File: config.mk
export PLATFORM = sky130hd
export DESIGN_NAME = mem_stats_engine
export DESIGN_NICKNAME = d
export VERILOG_FILES = /design/src/rtl/mem_stats_engine.sv
export SDC_FILE = /design/constraint.sdc
export NUM_CORES = 1
export LEC_CHECK = 0
export ABC_AREA = 1
export CORE_UTILIZATION = 35
export CTS_CLUSTER_SIZE = 20
export DETAILED_ROUTE_END_ITERATION = 12
export HOLD_SLACK_MARGIN = 0.06
export PLACE_DENSITY = 0.58
export SYNTH_ARGS = -nofsm -noshare
export SYNTH_HDL_FRONTEND = slang
export SYNTH_SLANG_ARGS = --single-unit
File: constraint.sdc
create_clock -name clk -period 2.7 [get_ports clk]
set_input_delay 0.675 -clock clk [delete_from_list [all_inputs] [get_ports clk]]
set_output_delay 0.675 -clock clk [all_outputs]
set_load 0.02 [all_outputs]
File: src/rtl/mem_stats_engine.sv
// mem_stats_engine: buffers a DEPTH-byte frame, scans it for wrapped sum and max, holds result until consumed
module mem_stats_engine #(
    parameter int DEPTH = 14,
    parameter int DW    = 8
) (
    input  logic          clk,
    input  logic          rst,
    input  logic          flush_i,
    input  logic [DW-1:0] in_data_i,
    input  logic          in_valid_i,
    output logic          in_ready_o,
    output logic [DW-1:0] sum_o,
    output logic [DW:0]   largest_no_o,
    output logic          out_valid_o,
    input  logic          out_ready_i
);
    localparam int PW = $clog2(DEPTH);
    localparam logic [PW-1:0] LAST = PW'(DEPTH - 1);

    typedef enum logic [1:0] {LOAD, SCAN, DONE} state_t;

    state_t        state_q, state_d;
    logic [PW-1:0] wr_ptr_q, wr_ptr_d;
    logic [PW-1:0] rd_idx_q, rd_idx_d;
    logic [DW-1:0] acc_sum_q, acc_sum_d;
    logic [DW-1:0] acc_max_q, acc_max_d;
    logic [DW-1:0] sum_q, sum_d;
    logic [DW-1:0] max_q, max_d;
    logic          out_valid_q, out_valid_d;
    logic [DW-1:0] mem_q [DEPTH];

    logic [DW-1:0] cur;
    logic [DW-1:0] sum_nxt;
    logic [DW-1:0] max_nxt;

    assign cur          = mem_q[rd_idx_q];
    assign sum_nxt      = acc_sum_q + cur;
    assign max_nxt      = (cur > acc_max_q) ? cur : acc_max_q;
    assign in_ready_o   = (state_q == LOAD);
    assign sum_o        = sum_q;
    assign largest_no_o = {1'b0, max_q};
    assign out_valid_o  = out_valid_q;

    // Frame buffer write; not reset, a flushed byte is never stored.
    always_ff @(posedge clk) begin
        if (in_ready_o && in_valid_i && !flush_i)
            mem_q[wr_ptr_q] <= in_data_i;
    end

    // Next-state logic; flush overrides every other action in the cycle.
    always_comb begin
        state_d     = state_q;
        wr_ptr_d    = wr_ptr_q;
        rd_idx_d    = rd_idx_q;
        acc_sum_d   = acc_sum_q;
        acc_max_d   = acc_max_q;
        sum_d       = sum_q;
        max_d       = max_q;
        out_valid_d = out_valid_q;
        if (flush_i) begin
            state_d     = LOAD;
            wr_ptr_d    = '0;
            rd_idx_d    = '0;
            acc_sum_d   = '0;
            acc_max_d   = '0;
            out_valid_d = 1'b0;
        end else begin
            case (state_q)
                LOAD: begin
                    if (in_valid_i) begin
                        wr_ptr_d = (wr_ptr_q == LAST) ? '0 : wr_ptr_q + PW'(1);
                        if (wr_ptr_q == LAST) begin
                            state_d   = SCAN;
                            rd_idx_d  = '0;
                            acc_sum_d = '0;
                            acc_max_d = '0;
                        end
                    end
                end
                SCAN: begin
                    acc_sum_d = sum_nxt;
                    acc_max_d = max_nxt;
                    rd_idx_d  = (rd_idx_q == LAST) ? '0 : rd_idx_q + PW'(1);
                    if (rd_idx_q == LAST) begin
                        sum_d       = sum_nxt;
                        max_d       = max_nxt;
                        out_valid_d = 1'b1;
                        state_d     = DONE;
                    end
                end
                DONE: begin
                    if (out_ready_i) begin
                        out_valid_d = 1'b0;
                        state_d     = LOAD;
                    end
                end
                default: state_d = LOAD;
            endcase
        end
    end

    // State and datapath registers with asynchronous reset.
    always_ff @(posedge clk or posedge rst) begin
        if (rst) begin
            state_q     <= LOAD;
            wr_ptr_q    <= '0;
            rd_idx_q    <= '0;
            acc_sum_q   <= '0;
            acc_max_q   <= '0;
            sum_q       <= '0;
            max_q       <= '0;
            out_valid_q <= 1'b0;
        end else begin
            state_q     <= state_d;
            wr_ptr_q    <= wr_ptr_d;
            rd_idx_q    <= rd_idx_d;
            acc_sum_q   <= acc_sum_d;
            acc_max_q   <= acc_max_d;
            sum_q       <= sum_d;
            max_q       <= max_d;
            out_valid_q <= out_valid_d;
        end
    end
endmodule

* Yosys cells after proc, flatten, opt, wreduce, memory -nomap -nowiden *
Memory sizes are Yosys's and may differ from the RTL's.
Index checks and enable logic that the tools add are counted.

word-level totals
  flip-flop bits (word level) = 43
  bits in latches = 0
  memory bits (writable) = 112
  bits in read-only memories = 0
  input port bits = 13
  output and inout bits = 19
  word-level logic and storage cells = 63
  memories = 1

memory list
  memory  depth  bits a word  read ports  clocked after memory_dff  wr ports  RTL line  text
  mem_q   14     8            1           0                         1         30        logic [DW-1:0] mem_q [DEPTH];

cells by class
  $add $sub $neg = 3
  multiply operators = 0
  div/mod/pow operators = 0
  order comparisons = 1
  equality and inequality tests = 8
  shift-type cells = 0
  muxes and demuxes = 28
  bitwise logic cells = 1
  reductions and logical operators = 13

operators by type and width
  operator                                              count
  two-way mux 8 bit                                     5
  two-way mux 4 bit                                     8
  case mux 8 bit (2 select lines)                       2
  two-way mux 2 bit                                     5
  != test 3 bit (second input constant)                 3
  AND reduction 3 bit                                   3
  adder 4 x 1 -> 4 bit (second input constant)          2
  adder 8 bit                                           1
  equality test 4 bit (second input constant)           2
  greater-than comparator 8 bit                         1
  case mux 4 bit (2 select lines)                       1
  case mux 2 bit (3 select lines)                       1
  nonzero test 3 bit                                    2
  two-way mux 1 bit                                     5
  AND reduction 4 bit                                   1
  nonzero test 2 bit                                    2
  != test 3 x 2 -> 1 bit (second input constant)        1
  equality test 2 x 1 -> 1 bit (second input constant)  1
  equality test 2 bit (second input constant)           1
  logical AND 1 bit                                     2
  logical NOT 2 bit                                     1
  case mux 1 bit (2 select lines)                       1
  AND reduction 2 bit                                   1
  logical NOT 1 bit                                     1
  NOT 1 bit                                             1

* Depth between registers and ports, before layout *
Gate-level depths: netlist of run 1.

  word-level depth = 5
  gate-level depth with buffers = 21
  depth with buffers taken out = 19

* Worst setup path after synthesis of run 1 *
Ideal clock, no wire load.

  path type = register -> register
  start point = reg rd_idx_q[0]
  end point = reg acc_sum_q[6]
  library setup time = 0.117 ns
  data arrival time = 2.332 ns
  required time = 2.583 ns
  path slack = 0.251 ns
  stages on the path, launching flop included = 19
  path buffers = 1
  clock period less this slack = 2.449 ns
  cells stage by stage = dfrtp_1 inv_2 buf_4 nor2_1 nor2_1 o21ai_0 o211ai_1 nand3_1 nand2_2 ha_1 inv_1 fa_1 o21ai_0 nand2_1 nand2_1 a21oi_1 xnor2_1 nand2_1 nand2_1

on the way
  word-level cells in the longest chain between the ends = 4

ends and longest elaborated chain
  element                          RTL line  text
  start, declared                  24        logic [PW-1:0] rd_idx_q, rd_idx_d;
  start signal, assigned           116       rd_idx_q <= rd_idx_d;
  memory (14 x 8 bit)              -
  adder 8 bit                      37        assign sum_nxt = acc_sum_q + cur;
  case mux 8 bit (2 select lines)  68        case (state_q)
  two-way mux 8 bit                60        if (flush_i) begin
  end signal, assigned             117       acc_sum_q <= acc_sum_d;
  end, declared                    25        logic [DW-1:0] acc_sum_q, acc_sum_d;

No other way between the ends.
A chain may end at the register's enable or synchronous reset.

* Worst setup path in the final report of run 1 *
  start point = reg rd_idx_q[1]
  end point = reg sum_q[6], in the netlist sum_o[6]

on the way
  word-level cells in the longest chain between the ends = 2
  elaborated cells on any way between the ends = 4
  those cells by class = add/sub: 1; eq/ne: 1; reduce/logical: 1; memory: 1

ends and longest elaborated chain
  element                                                            RTL line  text
  memory (14 x 8 bit) / equality test 4 bit (equally long branches)  -
  adder 8 bit / AND reduction 3 bit (equally long branches)          -
  end signal, assigned                                               119       sum_q <= sum_d;
  end, declared                                                      27        logic [DW-1:0] sum_q, sum_d;

Several ways; a longest one is shown, not always the timed one.

==> metrics.yaml, run 1 <==
period_minus_slack_ns: 2.61
clockBufferDepth: 2
rsz0062_at_grt: "yes"
num_rows: 51
overflow: 0
leakagePower_nw: 3.59
min_period_over_period_pct: 96.8
n_antenna_cell: 0
grt_max_degree: 34
min_path_cells: 2
ys.flop_type: "edfxtp_1"
rrSetupSlack_ns: 0.09
critPathKind: "reg2reg"
cts_root_buf: "clkbuf_16"
maxCapViolCount: 0
grt_pass1_vias: 4909
fin_setup_tns_ns: 0
crit_required_ns: 3.07
r2r_cells: 15
worst-path-max-fanout: 18
place_congestion: 0.840
cts-buffers-inserted: 17
hold_viol: 0
slew_violations: 0
ir_worst_vdd_mv: 0.506
relSlewSlack_pct: 61.8
hold_path_class: "reg2reg"
cts_tree: "done"
clkLatencyLatePin_ns: 0.43
synth-async-reset-ratio_pct: 27.7
yosysUniqueCellTypes: 40
viasPerCell: 4.77
fp.dieW_um: 143
die-area_sq_um: 20600
io_buffers: 30
place_area_sq_um: 7930
cts_sinks: 155
drt_iter0_markers: 418
stdcell_area_sq_um: 8680
yosysSeqAreaShare_pct: 63.5
mostFrequentLayoutCells: "204 x nand2_1, 112 x edfxtp_1, 56 x nor2_1, 54 x buf_4, 44 x inv_1"
coreArea_sq_um: 19500
pwr_density_cell_nw_per_um2: 606
grt_pass1_wl_um: 26500
synth_area_per_cell_sq_um: 10.3
synth-warning-count: 0
drc: 0
cts_hold_buf: 0
status: "completed"
synth_cells: 678
fin_nets: 791
grt_usage_pct: 17.6
fmax_mhz: 383
finalSetupViolCount: 0
hpwl_um: 11300
initial_utilization_pct: 35.8
postRouteWirelength_um: 16800
cp-end-kind: "register"
syn_area_sq_um: 6990
clkTransAtPathRegs_ns: 0.07
holdWs_ns: 0.478
num_io_pins: 32
skew_ns: 0.0114
hp-start: "max_q[6]$_DFFE_PP0P_"
synth_seq_cells: 155
syn2layout_area_growth_pct: 24.1
start_kind: "register"
mostFrequentLayoutCell: "nand2_1"
arrival_ns: 2.98
final_antenna_net_count: 0
worstReg2RegStart: "rd_idx_q[1]$_DFFE_PP0P_"
drive_gt1_share_pct: 16.0
synth_edf_count: 112
wire_per_inst_um: 16.2
tightest_slew_ns: 0.571
drtPass1Iterations: 4
h-tree-depth: 4
rr_endpoint: "sum_o[6]$_DFFE_PP0P_"
whs_endpoint: "max_q[6]$_DFFE_PP0P_"
route.vias.total: 4955
syn-num-nets: 709
antenna_found_initial: 0
fp.dieH_um: 143
[logic make-up after synthesis]
group	synth area share, %
other cells	0.0536
flops	63.5
fa+ha+maj	3.33
xor+xnor	0.626
buf+inv	5.74
simple gates	18.0
compound gates	8.78
[flip-flops by register name, summed over array words and instances, names as in the netlist]
| signal | flops |
|---|---|
| acc_sum_q | 8 |
| mem_q | 112 |
| sum_o | 8 |
| acc_max_q | 8 |
| max_q | 8 |
| state_q | 2 |
| wr_ptr_q | 4 |
| out_valid_o | 1 |
| rd_idx_q | 4 |
[how the worst max path moves through the flow]
stage | start | end | slack (ns) | cells past startpoint
after floorplan | rd_idx_q[0]$_DFFE_PP0P_ | acc_sum_q[6]$_DFFE_PP0P_ | 0.25 | 18
after global placement | rd_idx_q[1]$_DFFE_PP0P_ | sum_o[6]$_DFFE_PP0P_ | 0.01 | 15
after detailed placement | rd_idx_q[1]$_DFFE_PP0P_ | acc_sum_q[6]$_DFFE_PP0P_ | -0.04 | 15
after CTS | rd_idx_q[0]$_DFFE_PP0P_ | acc_sum_q[7]$_DFFE_PP0P_ | 0.02 | 15
after global routing | rd_idx_q[1]$_DFFE_PP0P_ | sum_o[6]$_DFFE_PP0P_ | -0.1 | 15
final | rd_idx_q[1]$_DFFE_PP0P_ | sum_o[6]$_DFFE_PP0P_ | 0.09 | 15
[cell type report]
class                   instances  area (sq um)
flip-flops and latches        155          4440
clock inverters                15           181
clock buffers                  17           425
repair buffers                 92           862
well taps                     265           332
fillers                      1864         10800
inverters                      51           201
multi-input cells             443          2240
[Yosys cell counts, types with 5 or more instances]
library cell,instances,share of area (%)
a21oi_1,29,2.1
buf_2,13,0.93
buf_4,6,0.64
buf_6,6,0.97
dfrtp_1,43,15
edfxtp_1,112,48
ha_1,17,3.0
inv_1,45,2.4
inv_2,5,0.27
nand2_1,209,11
nand3_1,32,2.3
nor2_1,57,3.1
nor3_1,5,0.36
o211ai_1,17,1.8
o21ai_0,37,2.6
o21ai_1,10,0.72
xnor2_1,5,0.63
[power breakdown]
part	internal [mW]	switching, mW	total (mW)
Clock	1.40	1.06	2.47
Sequential	2.57	0.00582	2.58
Combinational	0.0772	0.133	0.210
Total	4.05	1.20	5.26
[what timing repair did]
item	in CTS	in global routing
gates cloned	0	1
buffers inserted	0	3
endpoints found under the setup margin	20	25
gates resized for setup	4	20
hold endpoints to repair	0	0
pin swaps	0	1
[per-layer routing]
metal  vias up  routed length (um)  share of wire, %  track usage (%)
met2        93                8130                48             29.0
met4         0                 382               2.3             6.66
li1       2461                   -                 -                -
met5         -                   0                 0                0
met1      2373                7800                46             23.1
met3        28                 529               3.1             3.00
[through the flow]
stage	util [%]	std cells	setup WS [ns]	total power [mW]
after floorplan	-	678	0.251	2.73
after global placement	40.6	1002	0.0146	2.84
after detailed placement	40.6	1002	-0.0385	2.84
after CTS	43.8	1034	0.0189	5.30
after global routing	44.5	1038	-0.0985	5.40
final	44.5	1038	0.0874	5.26
[worst max-delay path, stage by stage (launching register included)]
cell	delay, ns
dfrtp_2	0.46
buf_4	0.29
o21ai_0	0.16
o211ai_1	0.23
nand3_1	0.14
nand2_1	0.12
buf_4	0.14
ha_1	0.25
a21oi_1	0.17
o21ai_2	0.08
nand2_1	0.06
nand2_1	0.05
a21oi_1	0.15
xnor2_1	0.15
nand2_1	0.07
nand2_1	0.05
No activity file was read; power rests on OpenSTA's default activity.
==> run 2, diff against run 1 <==
--- a/config.mk
+++ b/config.mk
@@ -9,7 +9,7 @@
 export CORE_UTILIZATION = 35
 export CTS_CLUSTER_SIZE = 20
 export DETAILED_ROUTE_END_ITERATION = 12
-export HOLD_SLACK_MARGIN = 0.06
+export HOLD_SLACK_MARGIN = 0.03
 export PLACE_DENSITY = 0.58
 export SYNTH_ARGS = -nofsm -noshare
 export SYNTH_HDL_FRONTEND = slang
==> results of run 2 <==
The final DEF is identical to that of run 1; final timing and power are the same.
